**src/rtl/multicyc_mcu.sv**
```systemverilog
// rtl/multicyc_mcu.sv - multicycle MIPS main control sequencer with mem_ready wait, timeout and illegal-opcode trap
module multicyc_mcu #(
  parameter int MAX_WAIT       = 16,
  parameter bit IGNORE_ILLEGAL = 1'b0,
  parameter bit EN_ADDIU       = 1'b1
) (
  input  logic       clk,
  input  logic       rst_n,
  input  logic [5:0] opcode,
  input  logic       mem_ready,
  output logic       pc_we,
  output logic [1:0] pc_src_sel,
  output logic       iord_sel,
  output logic       ir_we,
  output logic       mem_rd,
  output logic       mem_we,
  output logic       reg_we,
  output logic       wreg_dst_sel,
  output logic       wrbck_data_sel,
  output logic       alu_srca_sel,
  output logic [1:0] alu_srcb_sel,
  output logic       is_beq,
  output logic [3:0] aluop,
  output logic       illegal_op,
  output logic       bus_err,
  output logic [3:0] state_o
);

  localparam logic [3:0] S_FETCH  = 4'd0,  S_DECODE = 4'd1,  S_MEMADR = 4'd2,
                         S_MEMRD  = 4'd3,  S_MEMWB  = 4'd4,  S_MEMWR  = 4'd5,
                         S_EXEC   = 4'd6,  S_ALUWB  = 4'd7,  S_BRANCH = 4'd8,
                         S_ADDIEX = 4'd9,  S_ADDIWB = 4'd10, S_JUMP   = 4'd11,
                         S_TRAP   = 4'd12;

  // ALU operation codes shared with the datapath; ADD is the all-zero idle code.
  localparam logic [3:0] ALUOP_ADD  = 4'd0, ALUOP_ADDU = 4'd1,
                         ALUOP_SUB  = 4'd2, ALUOP_RR   = 4'd15;

  localparam logic [5:0] OP_RR = 6'b000000, OP_LW   = 6'b100011, OP_SW = 6'b101011,
                         OP_BEQ = 6'b000100, OP_J   = 6'b000010,
                         OP_ADDI = 6'b001000, OP_ADDIU = 6'b001001;

  localparam logic [31:0] WAIT_LAST = (MAX_WAIT > 0) ? 32'(MAX_WAIT - 1) : 32'd0;

  logic [3:0]  state, next_state;
  logic [31:0] wait_cnt;
  logic        illegal_q, bus_err_q;
  logic        set_illegal, set_bus_err;
  logic        mem_wait, timeout;

  // Memory-facing states stall while mem_ready is low; the last allowed stall cycle times out.
  assign mem_wait = ((state == S_FETCH) || (state == S_MEMRD) || (state == S_MEMWR)) && !mem_ready;
  assign timeout  = (MAX_WAIT > 0) && mem_wait && (wait_cnt == WAIT_LAST);

  // State register, wait counter and sticky error flags.
  always_ff @(posedge clk) begin
    if (!rst_n) begin
      state     <= S_FETCH;
      wait_cnt  <= 32'd0;
      illegal_q <= 1'b0;
      bus_err_q <= 1'b0;
    end else begin
      state <= next_state;
      if (next_state != state) wait_cnt <= 32'd0;
      else if (mem_wait)       wait_cnt <= wait_cnt + 32'd1;
      if (set_illegal) illegal_q <= 1'b1;
      if (set_bus_err) bus_err_q <= 1'b1;
    end
  end

  // Next-state decode, including opcode dispatch and the wait-state timeout.
  always_comb begin
    next_state  = state;
    set_illegal = 1'b0;
    set_bus_err = 1'b0;
    case (state)
      S_FETCH: begin
        if (mem_ready)    next_state = S_DECODE;
        else if (timeout) begin next_state = S_TRAP; set_bus_err = 1'b1; end
      end
      S_DECODE: begin
        case (opcode)
          OP_RR:         next_state = S_EXEC;
          OP_LW, OP_SW:  next_state = S_MEMADR;
          OP_BEQ:        next_state = S_BRANCH;
          OP_J:          next_state = S_JUMP;
          OP_ADDI:       next_state = S_ADDIEX;
          OP_ADDIU: begin
            if (EN_ADDIU)            next_state = S_ADDIEX;
            else if (IGNORE_ILLEGAL) next_state = S_FETCH;
            else begin next_state = S_TRAP; set_illegal = 1'b1; end
          end
          default: begin
            if (IGNORE_ILLEGAL) next_state = S_FETCH;
            else begin next_state = S_TRAP; set_illegal = 1'b1; end
          end
        endcase
      end
      S_MEMADR: next_state = (opcode == OP_LW) ? S_MEMRD : S_MEMWR;
      S_MEMRD: begin
        if (mem_ready)    next_state = S_MEMWB;
        else if (timeout) begin next_state = S_TRAP; set_bus_err = 1'b1; end
      end
      S_MEMWR: begin
        if (mem_ready)    next_state = S_FETCH;
        else if (timeout) begin next_state = S_TRAP; set_bus_err = 1'b1; end
      end
      S_MEMWB, S_ALUWB, S_BRANCH, S_ADDIWB, S_JUMP: next_state = S_FETCH;
      S_EXEC:   next_state = S_ALUWB;
      S_ADDIEX: next_state = S_ADDIWB;
      S_TRAP:   next_state = S_TRAP;
      default:  next_state = S_FETCH;
    endcase
  end

  // Moore control word per state; reset forces every control output low at once.
  always_comb begin
    pc_we = 1'b0; pc_src_sel = 2'b00; iord_sel = 1'b0; ir_we = 1'b0;
    mem_rd = 1'b0; mem_we = 1'b0; reg_we = 1'b0; wreg_dst_sel = 1'b0;
    wrbck_data_sel = 1'b0; alu_srca_sel = 1'b0; alu_srcb_sel = 2'b00;
    is_beq = 1'b0; aluop = ALUOP_ADD;
    if (rst_n) begin
      case (state)
        S_FETCH: begin
          mem_rd = 1'b1; alu_srcb_sel = 2'b01;
          ir_we = mem_ready; pc_we = mem_ready;
        end
        S_DECODE: alu_srcb_sel = 2'b11;
        S_MEMADR: begin alu_srca_sel = 1'b1; alu_srcb_sel = 2'b10; end
        S_MEMRD:  begin iord_sel = 1'b1; mem_rd = 1'b1; end
        S_MEMWB:  begin reg_we = 1'b1; wrbck_data_sel = 1'b1; end
        S_MEMWR:  begin iord_sel = 1'b1; mem_we = 1'b1; end
        S_EXEC:   begin alu_srca_sel = 1'b1; aluop = ALUOP_RR; end
        S_ALUWB:  begin reg_we = 1'b1; wreg_dst_sel = 1'b1; end
        S_BRANCH: begin
          alu_srca_sel = 1'b1; aluop = ALUOP_SUB; is_beq = 1'b1; pc_src_sel = 2'b01;
        end
        S_ADDIEX: begin
          alu_srca_sel = 1'b1; alu_srcb_sel = 2'b10;
          aluop = (EN_ADDIU && opcode == OP_ADDIU) ? ALUOP_ADDU : ALUOP_ADD;
        end
        S_ADDIWB: reg_we = 1'b1;
        S_JUMP:   begin pc_we = 1'b1; pc_src_sel = 2'b10; end
        default: ;
      endcase
    end
  end

  assign illegal_op = rst_n & illegal_q;
  assign bus_err    = rst_n & bus_err_q;
  assign state_o    = state;

endmodule

```
**config.mk**
```make
export PLATFORM = sky130hd
export DESIGN_NAME = multicyc_mcu
export DESIGN_NICKNAME = d
export VERILOG_FILES = /design/src/rtl/multicyc_mcu.sv
export SDC_FILE = /design/constraint.sdc
export NUM_CORES = 1
export LEC_CHECK = 0
export ABC_AREA = 1
export CORE_MARGIN = 4
export CORE_UTILIZATION = 55
export CTS_BUF_LIST = sky130_fd_sc_hd__clkbuf_8
export CTS_CLUSTER_DIAMETER = 100
export DETAILED_ROUTE_END_ITERATION = 7
export PLACE_DENSITY_LB_ADDON = 0.1
export SYNTH_ARGS = -nofsm -noshare
export SYNTH_HDL_FRONTEND = slang
export SYNTH_SLANG_ARGS = --single-unit
```
**constraint.sdc**
```tcl
create_clock -name clk -period 2.6 [get_ports clk]
set_input_delay 0.39 -clock clk [delete_from_list [all_inputs] [get_ports clk]]
set_output_delay 0.39 -clock clk [all_outputs]
set_load 0.01 [all_outputs]
```
==> tab_implementation.tex <==
\begin{tabular}{lr}
\hline
Metric & Value \\
\hline
\multicolumn{2}{l}{\textbf{Critical path}} \\
\quad Worst EP arrival & 2.03 ns \\
\quad Highest net fanout along the worst path & 3 \\
\quad Crit-path leading delay family & buffers and inverters \\
\quad Endpoint class of the critical path & primary output \\
\quad Number of cells on the worst reg-to-reg path & 10 \\
\quad Reg-to-Reg Start & state\_o[1]\$\_SDFF\_PN0\_ \\
\quad Worst EP required & 2.21 ns \\
\quad Worst path max stage delay & 0.56 ns \\
\quad R2R Setup Slk & 0.40 ns \\
\quad Buf/Inv on CP & 3 \\
\quad Sequence of cells on the critical path & clkdlybuf4s50\_1 -> clkinv\_1 -> nor4\_1 -> nor2\_1 -> o21ai\_0 -> clkdlybuf4s50\_1 \\
\quad Library cell appearing most often on the critical path & sky130\_fd\_sc\_hd\_\_clkdlybuf4s50\_1 \\
\quad Worst Setup Path Type & in2out \\
\quad Critical path startpoint category & primary input \\
\quad Crit-path slowest cell & sky130\_fd\_sc\_hd\_\_clkdlybuf4s50\_1 \\
\quad WP depth & 6 \\
\quad Endpoint of the worst-slack reg-to-reg timing path & wait\_cnt[17]\$\_SDFFE\_PP0P\_ \\
\multicolumn{2}{l}{\textbf{Drt}} \\
\quad Ratio of routed vias to standard cells & 5.175 \\
\quad Mean routed wirelength per cell & 12.03 um \\
\quad Initial DRC count & 189 \\
\quad Number of vias after detailed routing & 2,898 \\
\quad Detailed-routing iteration count for the pre-antenna-repair pass & 5 \\
\quad Detailed route wirelength on metal3 & 367 um \\
\quad Antenna Nets Post-Route & 0 \\
\quad Uppermost signal routing layer after detailed routing & met4 \\
\quad DR DRC count & 0 \\
\quad Routed length on met2 & 3255 um \\
\quad Detailed-route wire length & 6735 um \\
\quad Post-route met1 wirelength & 3046 um \\
\multicolumn{2}{l}{\textbf{Finish}} \\
\quad Share of post-route cells with drive strength above 1 & 0.1237 \\
\quad Fillers & 455 \\
\quad Final Net Count & 502 \\
\quad Synthesis-to-finish area growth & 16.51\% \\
\quad \# diodes & 0 \\
\multicolumn{2}{l}{\textbf{GRT}} \\
\quad Via count of the first global-routing pass & 2,579 \\
\quad GRT Util Overall & 0.2226 \\
\quad Total overflow reported by the global router & 0 \\
\quad Antenna violations before repair & 0 \\
\quad Wire length of the first global-routing pass & 11,410 um \\
\quad Largest net degree at the start of global routing & 26 \\
\multicolumn{2}{l}{\textbf{Floorplan}} \\
\quad FP Rows & 25 \\
\quad Horizontal extent of the die & 79.69 um \\
\quad DIE HEIGHT & 79.69 um \\
\quad Initial Utilization & 0.5830 \\
\quad Total die area & 0.006350 mm2 \\
\quad Core area & 0.004848 mm2 \\
\quad Number of top-level design ports & 33 \\
\multicolumn{2}{l}{\textbf{STA}} \\
\quad Slew Limit Headroom & 0.6523 \\
\quad Slew at the pin closest to its max-slew limit & 0.5176 ns \\
\quad Hold Vio Cnt, Final & 0 \\
\quad Portion of the clock cycle consumed by the worst path in the final layout & 0.9296 \\
\quad Worst path setup slack after routing & 0.1831 ns \\
\quad Final Slew Violations & 0 \\
\quad Worst Clk Skew & 0.01368 ns \\
\quad Achievable Freq & 413.8 MHz \\
\quad Final min period & 2.417 ns \\
\quad Setup TNS & 0 ns \\
\quad RSZ-0062 raised after global routing & no \\
\quad Final number of setup-violating endpoints & 0 \\
\quad Final hold slack & 0.4515 ns \\
\multicolumn{2}{l}{\textbf{Synth}} \\
\quad Async set-reset flop share out of synthesis & 0 \\
\quad Area of the mapped netlist & 0.002826 mm2 \\
\quad Register bit count reported by yosys & 38 \\
\quad Flip-flop cell with the highest count after synthesis & sky130\_fd\_sc\_hd\_\_dfxtp\_1 \\
\quad Post-synthesis cell type with the largest combined area & sky130\_fd\_sc\_hd\_\_dfxtp\_1 \\
\quad Count of mapped cells out of synthesis & 460 \\
\quad Fraction of the yosys area taken by sequential cells & 0.2691 \\
\quad Number of warnings printed during yosys synthesis & 0 \\
\quad Largest cells by area after synthesis & sky130\_fd\_sc\_hd\_\_dfxtp\_1 (27\%), sky130\_fd\_sc\_hd\_\_nand2\_1 (14\%), sky130\_fd\_sc\_hd\_\_nor2\_1 (12\%) \\
\quad Syn nets & 470 \\
\quad Number of synthesized flops with an enable pin & 0 \\
\quad Count of unique library cells instantiated by Yosys & 33 \\
\quad Share of the synthesized area in the top cell type & 0.2691 \\
\quad Synthesized area per cell & 6.144 um2 \\
\multicolumn{2}{l}{\textbf{Clock tree}} \\
\quad Hold Buf Count CTS & 0 \\
\quad Master cell of the clock root buffer & sky130\_fd\_sc\_hd\_\_clkbuf\_8 \\
\quad Clock-pin transition on the worst setup and hold timing paths & 0.07 ns \\
\quad Bufs on Longest Clock Path & 2 \\
\quad Clk\_lat worst skew & 0.30 ns \\
\quad Post-CTS setup-driven buffer insertion count & 0 \\
\quad Gates resized, CTS repair & 0 \\
\quad Cts bufs inserted & 5 \\
\quad TritonCTS clock tree & built \\
\quad CTS H-Tree Depth & 2 \\
\quad Number of sinks on the clock net & 38 \\
\multicolumn{2}{l}{\textbf{Place}} \\
\quad Number of buffer cells added on primary ports & 32 \\
\quad DPL Wire Length & 5402 um \\
\quad Last weighted congestion value of the routability-driven placer & 0.9317 \\
\quad Post-placement worst setup slack & 0.1770 ns \\
\multicolumn{2}{l}{\textbf{Run status}} \\
\quad Outcome & finished, final reports clean \\
\multicolumn{2}{l}{\textbf{Flow run}} \\
\quad Number of violations of the max-capacitance limit & 0 \\
\multicolumn{2}{l}{\textbf{Pwr}} \\
\quad Peak supply drop & 349.6 uV \\
\quad Static leakage power & 1.254 nW \\
\quad Power density normalized to cell area & 425.7 mW/mm2 \\
\multicolumn{2}{l}{\textbf{Min path}} \\
\quad Hold Path Origin & illegal\_q\$\_SDFFE\_PN0P\_ \\
\quad Depth of the worst hold-timing path & 2 \\
\quad Hold Crit Endpoint & illegal\_q\$\_SDFFE\_PN0P\_ \\
\quad Path category of the worst min-delay check & reg2reg \\
\hline
\end{tabular}
-- layout by cell type (no fill, tap or decap), drive strengths merged --
master	count
nor2	124
nand2	106
inv	58
dfxtp	38
nand3	33
clkdlybuf4s50	32
xor2	25
a21oi	18
nand4	14
nor3	14
clkbuf	6
o21ai	5
buf	5
xnor2	4
clkinv	2
a31oi	1
nor4	1
o22ai	1
or2	1
nor3b	1
mux2i	1
a22oi	1
ha	1
clkinvlp	1
-- cell families (layout without fill, tap and decap cells) --
logic type,Yosys count,count (layout),synth area share
simple gates,294,294,0.4763
buf+inv,71,104,0.1089
flops,38,38,0.2691
xor+xnor,29,29,0.08986
compound gates,26,26,0.04781
fa+ha+maj,1,1,0.004426
mux,1,1,0.003542
-- power breakdown --
part,switching (W),internal (W),total [W]
clock,0.000224,0.000213,0.000437
sequential,0.0000171,0.000594,0.000611
combinational,0.000220,0.000134,0.000354
total,0.000460,0.000942,0.00140
-- stage by stage --
step,utilization,cells,power [W],instance area (um2)
after floorplan,-,460,0.0008734,2826
after global placement,0.6594,552,0.0009763,3197
after detailed placement,0.6594,552,0.0009798,3197
after CTS,0.6790,560,0.001415,3292
after global routing,0.6792,560,0.001471,3293
final,0.6792,560,0.001402,3293
-- metal layers --
layer	global-route usage	up-vias
met5	0	-
met4	0.04296	0
met3	0.04515	9
met2	0.3673	65
met1	0.3005	1327
li1	-	1497
-- tightest hold or removal path, stage by stage (launching register included) --
cell,delay (ns)
sky130_fd_sc_hd__dfxtp_1,0.31
sky130_fd_sc_hd__nand2_1,0.06
sky130_fd_sc_hd__nand2_1,0.06
-- worst max path at each step --
stage / from / endpoint / slack, ns
final: rst_n / reg_we / 0.18
after global routing: state_o[1]$_SDFF_PN0_ / reg_we / 0.03
after CTS: state_o[0]$_SDFF_PN0_ / alu_srca_sel / 0.15
after detailed placement: opcode[5] / aluop[0] / 0.18
after global placement: opcode[5] / aluop[0] / 0.23
after floorplan: wait_cnt[0]$_SDFFE_PP0P_ / wait_cnt[15]$_SDFFE_PP0P_ / 0.83
-- registers in the layout (all words and copies together), names as in the netlist --
register and flops:
state_o 4, illegal_q 1, bus_err_q 1, wait_cnt 32
-- final cells by class --
class | instances | area [um2] | area share
multi-input combinational | 351 | 1758 | 0.5338
sequential | 38 | 762.0 | 0.2314
timing repair buffer | 37 | 370.4 | 0.1125
inverter | 59 | 224.0 | 0.06801
tap | 67 | 83.83 | 0.02546
clock buffer | 6 | 82.58 | 0.02508
clock inverter | 2 | 12.51 | 0.003799
-- cells in the mapped netlist (2+ instances only) --
library cell and instances:
sky130_fd_sc_hd__nor3_1 12, sky130_fd_sc_hd__nand3_2 2, sky130_fd_sc_hd__nor2_4 2, sky130_fd_sc_hd__inv_1 54, sky130_fd_sc_hd__inv_2 3, sky130_fd_sc_hd__dfxtp_1 38, sky130_fd_sc_hd__nand4_1 14, sky130_fd_sc_hd__xor2_1 25
sky130_fd_sc_hd__buf_6 4, sky130_fd_sc_hd__nor2_1 89, sky130_fd_sc_hd__a21oi_1 18, sky130_fd_sc_hd__nand2_1 104, sky130_fd_sc_hd__clkbuf_1 5, sky130_fd_sc_hd__nor2_2 33, sky130_fd_sc_hd__buf_4 2, sky130_fd_sc_hd__o21ai_0 5
sky130_fd_sc_hd__xnor2_1 4, sky130_fd_sc_hd__nor3_2 2, sky130_fd_sc_hd__nand3_1 30
Power figures use the tool's default switching activity.
